===== config.mk =====
export PLATFORM = sky130hd
export DESIGN_NAME = multicycle_ctrl_flat
export DESIGN_NICKNAME = d
export VERILOG_FILES = /design/src/rtl/multicycle_ctrl_pkg.sv /design/src/rtl/multicycle_ctrl_if.sv /design/src/rtl/multicycle_ctrl_wait_timer.sv /design/src/rtl/multicycle_ctrl.sv /design/src/flat_wrapper.sv
export SDC_FILE = /design/constraint.sdc
export NUM_CORES = 1
export LEC_CHECK = 0
export CAP_MARGIN = 25
export CORE_ASPECT_RATIO = 1.5
export CORE_MARGIN = 5
export CORE_UTILIZATION = 45
export DETAILED_ROUTE_END_ITERATION = 16
export PLACE_DENSITY = 0.79
export RECOVER_POWER = 100
export SYNTH_ARGS = -nofsm -noshare
export SYNTH_HDL_FRONTEND = slang
export SYNTH_SLANG_ARGS = --single-unit

===== constraint.sdc =====
create_clock -name clk -period 2 [get_ports clk]
set_input_delay 0.3 -clock clk [delete_from_list [all_inputs] [get_ports clk]]
set_output_delay 0.3 -clock clk [all_outputs]
set_load 0.005 [all_outputs]

===== src/rtl/multicycle_ctrl_pkg.sv =====
// -----------------------------------------------------------------------------
// multicycle_ctrl_pkg
//   Shared definitions for the multi-cycle RV32I sequencer: state encodings,
//   the state enum built on them, and the default memory-wait timeout.
//   No ports (package).
// -----------------------------------------------------------------------------
package multicycle_ctrl_pkg;

   // Legacy 3-bit state encodings, kept so external debug taps keep decoding.
   localparam logic [2:0] ST_IDLE   = 3'd0;
   localparam logic [2:0] ST_FETCH  = 3'd1;
   localparam logic [2:0] ST_DECODE = 3'd2;
   localparam logic [2:0] ST_EXEC   = 3'd3;
   localparam logic [2:0] ST_MEM    = 3'd4;
   localparam logic [2:0] ST_WB     = 3'd5;
   localparam logic [2:0] ST_FAULT  = 3'd6;

   typedef enum logic [2:0] {
      IDLE   = ST_IDLE,
      FETCH  = ST_FETCH,
      DECODE = ST_DECODE,
      EXEC   = ST_EXEC,
      MEM    = ST_MEM,
      WB     = ST_WB,
      FAULT  = ST_FAULT
   } state_e;

   localparam int unsigned DEFAULT_TIMEOUT = 16;

endpackage


===== src/rtl/multicycle_ctrl_if.sv =====
// -----------------------------------------------------------------------------
// multicycle_ctrl_if
//   Instruction/data memory handshake bundle between the sequencer and the
//   memory ports.
//   imem_req   : instruction fetch request (sequencer -> memory)
//   imem_ready : fetch data valid this cycle (memory -> sequencer)
//   dmem_req   : data access request (sequencer -> memory)
//   dmem_we    : 1 = store, 0 = load, valid while dmem_req
//   dmem_ready : data access complete this cycle (memory -> sequencer)
//   master = sequencer side, slave = memory side.
// -----------------------------------------------------------------------------
interface multicycle_ctrl_if;
   logic imem_req;
   logic imem_ready;
   logic dmem_req;
   logic dmem_we;
   logic dmem_ready;

   modport master (
      output imem_req,
      output dmem_req,
      output dmem_we,
      input  imem_ready,
      input  dmem_ready
   );

   modport slave (
      input  imem_req,
      input  dmem_req,
      input  dmem_we,
      output imem_ready,
      output dmem_ready
   );
endinterface


===== src/rtl/multicycle_ctrl_wait_timer.sv =====
// -----------------------------------------------------------------------------
// multicycle_ctrl_wait_timer
//   Counts consecutive not-ready cycles of a memory handshake. Shared between
//   the fetch and data-access phases; the owner clears it on phase entry.
//   clk       : core clock
//   rst       : asynchronous active-high reset
//   i_clear   : zero the counter (priority over i_count)
//   i_count   : a request cycle without ready; advance the counter
//   o_expired : this is the last allowed not-ready cycle; never set when
//               TIMEOUT = 0
// -----------------------------------------------------------------------------
module multicycle_ctrl_wait_timer #(
   parameter int unsigned TIMEOUT = 16
) (
   input  logic clk,
   input  logic rst,
   input  logic i_clear,
   input  logic i_count,
   output logic o_expired
);

   localparam int unsigned CNT_W = (TIMEOUT > 1) ? $clog2(TIMEOUT) : 1;
   localparam logic [CNT_W-1:0] LAST = (TIMEOUT == 0) ? '0 : CNT_W'(TIMEOUT - 1);

   logic [CNT_W-1:0] r_cnt;

   always_ff @(posedge clk or posedge rst) begin
      if (rst) begin
         r_cnt <= '0;
      end else if (i_clear) begin
         r_cnt <= '0;
      end else if (i_count && (r_cnt != LAST)) begin
         r_cnt <= r_cnt + 1'b1;
      end
   end

   // r_cnt holds the number of earlier not-ready cycles, so when it reaches
   // TIMEOUT-1 the current cycle is the TIMEOUT-th one.
   assign o_expired = (TIMEOUT != 0) && (r_cnt == LAST);

endmodule


===== src/rtl/multicycle_ctrl.sv =====
// -----------------------------------------------------------------------------
// multicycle_ctrl
//   Multi-cycle sequencer for the single-issue RV32I core. Steps each
//   instruction through FETCH/DECODE/EXEC/MEM/WB, drives the memory
//   handshakes, IR/PC/RF write enables and a retired-instruction counter.
//   clk            : core clock
//   rst            : asynchronous active-high reset
//   start          : run enable, sampled in IDLE and at retire
//   mem            : memory handshake bundle (master side)
//   ir_we          : latch instruction register
//   dec_reg_write  : decoder, instruction writes rd
//   dec_mem_read   : decoder, load
//   dec_mem_write  : decoder, store
//   dec_branch     : decoder, conditional branch
//   branch_taken   : datapath, branch condition true
//   rf_we          : register-file write enable
//   pc_we          : PC update (retire pulse)
//   pc_src         : 0 = pc+4, 1 = branch target, valid with pc_we
//   busy           : sequencer not idle
//   fault          : sticky timeout / illegal-control flag
//   instret        : retired-instruction count, wraps
// -----------------------------------------------------------------------------
module multicycle_ctrl
   import multicycle_ctrl_pkg::*;
#(
   parameter int unsigned TIMEOUT = DEFAULT_TIMEOUT,
   parameter int unsigned PERF_W  = 32
) (
   input  logic              clk,
   input  logic              rst,
   input  logic              start,
   multicycle_ctrl_if.master mem,
   output logic              ir_we,
   input  logic              dec_reg_write,
   input  logic              dec_mem_read,
   input  logic              dec_mem_write,
   input  logic              dec_branch,
   input  logic              branch_taken,
   output logic              rf_we,
   output logic              pc_we,
   output logic              pc_src,
   output logic              busy,
   output logic              fault,
   output logic [PERF_W-1:0] instret
);

   state_e              r_state;
   state_e              w_next;
   logic                r_fault;
   logic [PERF_W-1:0]   r_instret;
   logic                w_retire;
   logic                w_wait;
   logic                w_expired;
   logic                w_clear;

   // Any state change clears the timer; FETCH and MEM are only ever entered
   // through a change, so each wait phase starts from zero.
   assign w_clear = (w_next != r_state);

   multicycle_ctrl_wait_timer #(
      .TIMEOUT (TIMEOUT)
   ) u_wait_timer (
      .clk       (clk),
      .rst       (rst),
      .i_clear   (w_clear),
      .i_count   (w_wait),
      .o_expired (w_expired)
   );

   always_comb begin
      w_next   = r_state;
      w_retire = 1'b0;
      w_wait   = 1'b0;
      unique case (r_state)
         IDLE: begin
            if (start) w_next = FETCH;
         end
         FETCH: begin
            if (mem.imem_ready) begin
               w_next = DECODE;
            end else begin
               w_wait = 1'b1;
               if (w_expired) w_next = FAULT;
            end
         end
         DECODE: w_next = EXEC;
         EXEC: begin
            if (dec_mem_read && dec_mem_write)      w_next = FAULT;
            else if (dec_mem_read || dec_mem_write) w_next = MEM;
            else if (dec_reg_write)                 w_next = WB;
            else                                    w_retire = 1'b1;
         end
         MEM: begin
            if (mem.dmem_ready) begin
               if (dec_mem_write) w_retire = 1'b1;
               else               w_next   = WB;
            end else begin
               w_wait = 1'b1;
               if (w_expired) w_next = FAULT;
            end
         end
         WB:      w_retire = 1'b1;
         FAULT:   w_next   = FAULT;
         default: w_next   = FAULT;
      endcase
      if (w_retire) w_next = start ? FETCH : IDLE;
   end

   always_ff @(posedge clk or posedge rst) begin
      if (rst) begin
         r_state   <= IDLE;
         r_fault   <= 1'b0;
         r_instret <= '0;
      end else begin
         r_state <= w_next;
         if (w_next == FAULT) r_fault <= 1'b1;
         if (w_retire) r_instret <= r_instret + PERF_W'(1);
      end
   end

   // Requests and pulses decode straight from state so reset drops them at once.
   assign mem.imem_req = (r_state == FETCH);
   assign mem.dmem_req = (r_state == MEM);
   assign mem.dmem_we  = (r_state == MEM) && dec_mem_write;
   assign ir_we        = (r_state == FETCH) && mem.imem_ready;
   assign rf_we        = (r_state == WB);
   assign pc_we        = w_retire;
   assign pc_src       = w_retire && dec_branch && branch_taken;
   assign busy         = (r_state != IDLE);
   assign fault        = r_fault;
   assign instret      = r_instret;

endmodule


===== src/flat_wrapper.sv =====
// flat-port wrapper written by rule: the top's interface ports become plain ports
module multicycle_ctrl_flat import multicycle_ctrl_pkg::*;
#(
   parameter int unsigned TIMEOUT = DEFAULT_TIMEOUT,
   parameter int unsigned PERF_W  = 32
)
  (clk, rst, start, ir_we, dec_reg_write, dec_mem_read, dec_mem_write, dec_branch, branch_taken, rf_we, pc_we, pc_src, busy, fault, instret, mem_imem_req, mem_dmem_req, mem_dmem_we, mem_imem_ready, mem_dmem_ready);
  multicycle_ctrl_if mem_i ();
  input  logic clk;
  input  logic rst;
  input  logic start;
  output logic ir_we;
  input  logic dec_reg_write;
  input  logic dec_mem_read;
  input  logic dec_mem_write;
  input  logic dec_branch;
  input  logic branch_taken;
  output logic rf_we;
  output logic pc_we;
  output logic pc_src;
  output logic busy;
  output logic fault;
  output logic [PERF_W-1:0] instret;
  output wire logic [$bits(mem_i.imem_req)-1:0] mem_imem_req;
  output wire logic [$bits(mem_i.dmem_req)-1:0] mem_dmem_req;
  output wire logic [$bits(mem_i.dmem_we)-1:0] mem_dmem_we;
  input wire logic [$bits(mem_i.imem_ready)-1:0] mem_imem_ready;
  input wire logic [$bits(mem_i.dmem_ready)-1:0] mem_dmem_ready;
  assign mem_imem_req = mem_i.imem_req;
  assign mem_dmem_req = mem_i.dmem_req;
  assign mem_dmem_we = mem_i.dmem_we;
  assign mem_i.imem_ready = mem_imem_ready;
  assign mem_i.dmem_ready = mem_dmem_ready;
  multicycle_ctrl #(.TIMEOUT(TIMEOUT), .PERF_W(PERF_W)) u_core (.clk(clk), .rst(rst), .start(start), .mem(mem_i), .ir_we(ir_we), .dec_reg_write(dec_reg_write), .dec_mem_read(dec_mem_read), .dec_mem_write(dec_mem_write), .dec_branch(dec_branch), .branch_taken(branch_taken), .rf_we(rf_we), .pc_we(pc_we), .pc_src(pc_src), .busy(busy), .fault(fault), .instret(instret));
endmodule

---- Word level (Yosys, flattened, before mapping) ----
Cells that the tools add are included.
word-level totals
  bits in registers ....................... 40
  bits of input ports ..................... 10
  output and inout port bits .............. 41
  word-level logic and storage cells ...... 47
operators by class
  $add $sub $neg .......................... 2
  equality and inequality tests ........... 9
  multiplexer cells ....................... 22
  reduce and logical (&&, ||, !) cells .... 10
operator list
  kind                                                                    number
  32-bit by 1-bit adder with 32-bit output (second input constant)        1
  3-bit 2-to-1 mux                                                        9
  3-bit one-hot mux with 6 select lines                                   1
  3-bit equality test (second input constant)                             3
  1-bit 2-to-1 mux                                                        8
  4-bit 2-to-1 mux                                                        2
  3-bit by 2-bit equality test with 1-bit output (second input constant)  2
  1-bit logical AND                                                       6
  4-bit by 1-bit adder with 4-bit output (second input constant)          1
  4-bit equality test (second input constant)                             1
  4-bit != test (second input constant)                                   1
  3-bit by 1-bit equality test with 1-bit output (second input constant)  1
  3-bit zero test                                                         1
  3-bit != test                                                           1
  1-bit one-hot mux with 3 select lines                                   1
  3-bit nonzero test                                                      1
  1-bit one-hot mux with 2 select lines                                   1
  2-bit nonzero test                                                      1
  1-bit logical OR                                                        1

---- Depth between registers and ports, before layout ----
  depth in word-level cells ............... 7
  gate-level depth with buffers ........... 7
  mapped depth without buffers ............ 6

---- Modules after synthesis ----
A second synthesis with hierarchy kept.
unflattened totals
  cell total of the unflattened synthesis .. 198
  area, all modules ....................... 2064.5 um2
modules (own cells, without submodules)
  module                      instances  cells each  area each (um2)  seq. area each (um2)
  multicycle_ctrl             1          177         1831.8           900.9
  multicycle_ctrl_wait_timer  1          21          232.7            100.1

---- Worst setup path before layout ----
OpenSTA, ideal clock, no wires.
  path kind ............................... register to output
  start ................................... reg u_core.r_state[1]
  end ..................................... out pc_src
  data arrival time ....................... 1.385 ns
  required time ........................... 1.700 ns
  slack ................................... 0.315 ns
  cell stages (with the launch flop) ...... 5
  buffers on the path ..................... 1
  cells stage by stage .................... dfrtp_1 -> or2b_1 -> o22ai_4 -> buf_2 -> and3_1
between the ends
  word-level cells in the longest chain between the ends .. 4
  elaborated cells between the ends (all ways) .. 6
  classes of those cells .................. eq/ne: 3; mux: 1; reduce/logical: 2
RTL lines
  item                                                                                          line                    text
  from (decl)                                                                                   multicycle_ctrl.sv:47   state_e r_state;
  from (signal assigned)                                                                        multicycle_ctrl.sv:115  r_state <= w_next;
  3-bit equality test / 3-bit by 2-bit equality test with 1-bit output (equally long branches)  multicycle_ctrl.sv:74   unique case (r_state)
  1-bit one-hot mux with 3 select lines (*)                                                     multicycle_ctrl.sv:74
  net pc_we                                                                                     flat_wrapper.sv:19      output logic pc_we;
  1-bit logical AND (*) (2 in a row)                                                            multicycle_ctrl.sv:128  assign pc_src = w_retire && dec_branch && branch_taken;
  to (decl)                                                                                     flat_wrapper.sv:20      output logic pc_src;
The timed path passes the listed nets; every way through them passes the cells marked *.

---- Final worst setup path ----
  start ................................... reg u_core.r_state[2]
  end ..................................... reg u_core.u_wait_timer.r_cnt[2]
between the ends
  word-level cells in the longest chain between the ends .. 7
  elaborated cells between the ends (all ways) .. 22
  classes of those cells .................. eq/ne: 6; mux: 13; reduce/logical: 3
RTL lines
  item                                                           line                              text
  3-bit 2-to-1 mux                                               multicycle_ctrl.sv:90             else if (dec_reg_write) w_next = WB;
  3-bit 2-to-1 mux                                               multicycle_ctrl.sv:89             else if (dec_mem_read || dec_mem_write) w_next = MEM;
  3-bit 2-to-1 mux                                               multicycle_ctrl.sv:88             if (dec_mem_read && dec_mem_write) w_next = FAULT;
  3-bit one-hot mux with 6 select lines                          multicycle_ctrl.sv:74
  3-bit 2-to-1 mux                                               multicycle_ctrl.sv:106            if (w_retire) w_next = start ? FETCH : IDLE;
  3-bit != test                                                  multicycle_ctrl.sv:58             assign w_clear = (w_next != r_state);
  4-bit 2-to-1 mux / 2-bit nonzero test (equally long branches)  n/a
  to (signal assigned)                                           multicycle_ctrl_wait_timer.sv:33  r_cnt <= r_cnt + 1'b1;
  to (decl)                                                      multicycle_ctrl_wait_timer.sv:25  logic [CNT_W-1:0] r_cnt;
Parallel ways exist; a longest one is shown, timed or not.
A chain may end at the register's enable or synchronous reset.

==> impl_metrics.toml <==
[drt]
dr_wl_met3_um = 247
wl_met1_um = 1896
drc = 0
drtIter0Drc = 67
highest_layer = "met4"
firstDrtPassIters = 6
drt_wl_total_um = 4870
wl_per_cell_um = 14.98
via_per_inst = 5.462
num_vias = 1775
ant_nets = 0
wl_met2_um = 2592

[worst_setup_path]
cp-end-kind = "flip-flop"
rr_startpoint = "u_core.r_state[2]"
crit_path_start_kind = "flip-flop"
cp_slowest_stage_delay_ps = 460
r2r-end = "u_core.u_wait_timer.r_cnt[2]"
critPathSlowestCell = "or3b_2"
cp_data_required_time_ps = 2180
crit_path_start = "u_core.r_state[2]"
arrival_ps = 2120
path_buf_inv = 3
critPathCapture = "u_core.u_wait_timer.r_cnt[2]"
r2r_cells = 8
critPathMaxFanout = 4
critPathTopFamily = "simple AND/OR/NAND/NOR gates"
critical_path_class = "reg2reg"
ff2ff_setup_slack_ps = 60
cp.depth = 8
crit_chain = "clkbuf_4 -> clkbuf_2 -> or3b_2 -> a21oi_1 -> nor3_1 -> o221ai_1 -> buf_4 -> a211oi_1"

[floorplanning]
dieWidth_um = 65.07
io_pins = 51
die_y_um = 92.60
start_util_pct = 45.83
die_area_um2 = 6025
core_um2 = 4467
fp-row-count = 30

[yosys]
ys_seq_area_share_pct = 48.90
synth_enable_flop_cells = 0
yosysWarnings = 0
synth_seq_cells = 40
synthesis.area_um2 = 2047
synth_cell_types = 37
syn_inst = 203
syn_area_per_cell_um2 = 10.08
syn-num-nets = 215
synthArstFlopShare_pct = 100.0
ys.flop_type = "dfrtp_1"

[final_layout]
final_util_pct = 63.59
drive_gt1_share_pct = 15.16
area_delta_synth_final_pct = 38.75
n_fill_cell = 385
diodes = 0
nets = 288
multiInputGateArea_um2 = 992.2
seq_area_um2 = 1001

[place]
place_hpwl_um = 3645
gp_congestion = 0.8848
portBuffers = 50
dp_slack_ps = -277.8

[power_and_ir_drop]
p_int_uw = 1664
power.density_nw_per_um2 = 884.5
swShare_pct = 33.77
ir_drop_v = 0.0007016
power_frac_seq_pct = 40.2
pwr-share-clk_pct = 22.0
combPwrFrac_pct = 37.8
total_leakage_power_uw = 0.001348
switchingPower_uw = 848.4

[clock_tree]
cts-htree-levels = 2
clk_path_buf_depth = 2
path_clk_slew_ps = 80
clockRootBuffer = "clkbuf_8"
ctsHoldBuffers = 0
cts_tree = "built"
clkSinkCount = 40
clock_latency_ps = 290
cts_inserted_buffers = 5

[min_path]
worstHoldStart = "u_core.instret[31]"
hp-class = "reg2reg"

[grt]
grtUsageTotal_pct = 17.72
grt_max_degree = 41
grt_first_pass_wirelength_um = 8362
antenna_found_initial = 0
overflow = 0
grt_pass1_vias = 1820

[sta]
fin_worst_skew_ps = 5.591
setup_viol = 0
slew_violations = 0
finalHoldViolCount = 0
fin_crit_ps = 1937
max_slew.worst_pin.slew_ps = 961.0
max_slew_margin_pct = 35.93
finalWorstSetupSlack_ps = 62.80
timing.setup.tns_ps = 0
max_freq_ghz = 0.5162
fin_crit_sh_pct = 96.86
rsz0062_at_grt = "false"

[run]
drv_cap = 0

[status]
outcome = "finished, final reports clean"
-- registers in the layout (all words and copies together) (netlist names) --
signal and count:
u_core.r_state 3, u_core.instret 32, u_core.fault 1, u_core.u_wait_timer.r_cnt 4
-- cells in the mapped netlist (all sizes together) (2+ instances only) --
cell	instances	area, um^2
dfrtp	40	1001
xnor2	23	201.4
nor2	20	75.07
nand3	16	85.08
nand2	14	55.06
nand4	10	77.57
xor2	9	78.83
a21oi	7	38.79
inv	7	26.28
nor3	7	35.03
o21ai	7	35.03
and3	6	37.54
buf	6	32.53
and4	4	35.03
or3	4	30.03
a211oi	3	22.52
or3b	3	26.28
and2	2	12.51
ha	2	25.02
nand3b	2	15.01
or2b	2	15.01
-- cells in the final DEF (no fill, tap or decap), drive strengths merged, types with 3 or more instances in the layout --
master / Yosys / final
or3: 4 / 4
dlygate4sd3: 0 / 33
nor3: 7 / 7
a21oi: 7 / 7
nand2: 14 / 14
dfrtp: 40 / 40
nand4: 10 / 10
and3: 6 / 6
dlygate4sd2: 0 / 4
or3b: 3 / 3
xnor2: 23 / 23
and4: 4 / 4
o21ai: 7 / 7
inv: 7 / 7
a211oi: 3 / 3
xor2: 9 / 9
clkbuf: 1 / 13
nor2: 20 / 20
buf: 6 / 17
clkdlybuf4s50: 0 / 10
nand3: 16 / 16
-- cell type report --
class / count / share of cell area [%]
flip-flops and latches: 40 / 35.24
multi-input cells: 149 / 34.93
repair buffers: 73 / 23.52
clock buffers: 6 / 2.907
well taps: 48 / 2.115
inverters: 7 / 0.9251
clock inverters: 2 / 0.3524
-- metrics by stage --
stage,instance area [um^2],hold slack (ps),instances,power [uW]
after floorplan,2047,416.8,203,1504
after global placement,2714,460.0,313,1920
after detailed placement,2714,457.9,313,1951
after CTS,2846,449.7,325,2559
after global routing,2840,490.4,325,2664
final,2840,459.6,325,2512
-- worst min path at each step --
stage	end	cells after the start
after floorplan	u_core.r_state[0]	2
after global placement	u_core.fault	1
after detailed placement	u_core.instret[31]	1
after CTS	u_core.u_wait_timer.r_cnt[2]	3
after global routing	u_core.fault	1
final	u_core.instret[31]	1
-- power groups by stage --
stage                     Clock [uW]  Sequential, uW  Combinational [uW]
after floorplan                    0             996                 508
after global placement             0            1020                 897
after detailed placement           0            1030                 923
after CTS                        566            1010                 984
after global routing             606            1030                1030
final                            553            1010                 949
-- repair_timing --
| item | in CTS | in global routing |
|---|---|---|
| endpoints found under the setup margin | 8 | 8 |
| resized for setup | 11 | 9 |
| buffers inserted | 5 | 0 |
| pin swaps | 4 | 5 |
-- routing by layer --
| metal | vias up | GRT usage, % |
|---|---|---|
| met5 | - | 0 |
| met4 | 0 | 7.958 |
| met3 | 14 | 3.519 |
| met2 | 50 | 32.02 |
| met1 | 865 | 19.64 |
| li1 | 846 | - |
-- cells by family (layout without fill, tap and decap cells) --
group                    count (synthesis)  after routing  synth area share (%)
adder cells (fa/ha/maj)                  2              2                 1.222
flip-flops                              40             40                 48.90
AO/OA/AOI/OAI                           21             21                 6.785
AND/OR/NAND/NOR                         92             92                 25.31
multiplexers                             2              2                 1.039
XOR/XNOR                                32             32                 13.69
buffers and inverters                   14             88                 3.056
Power figures use the tool's default switching activity.
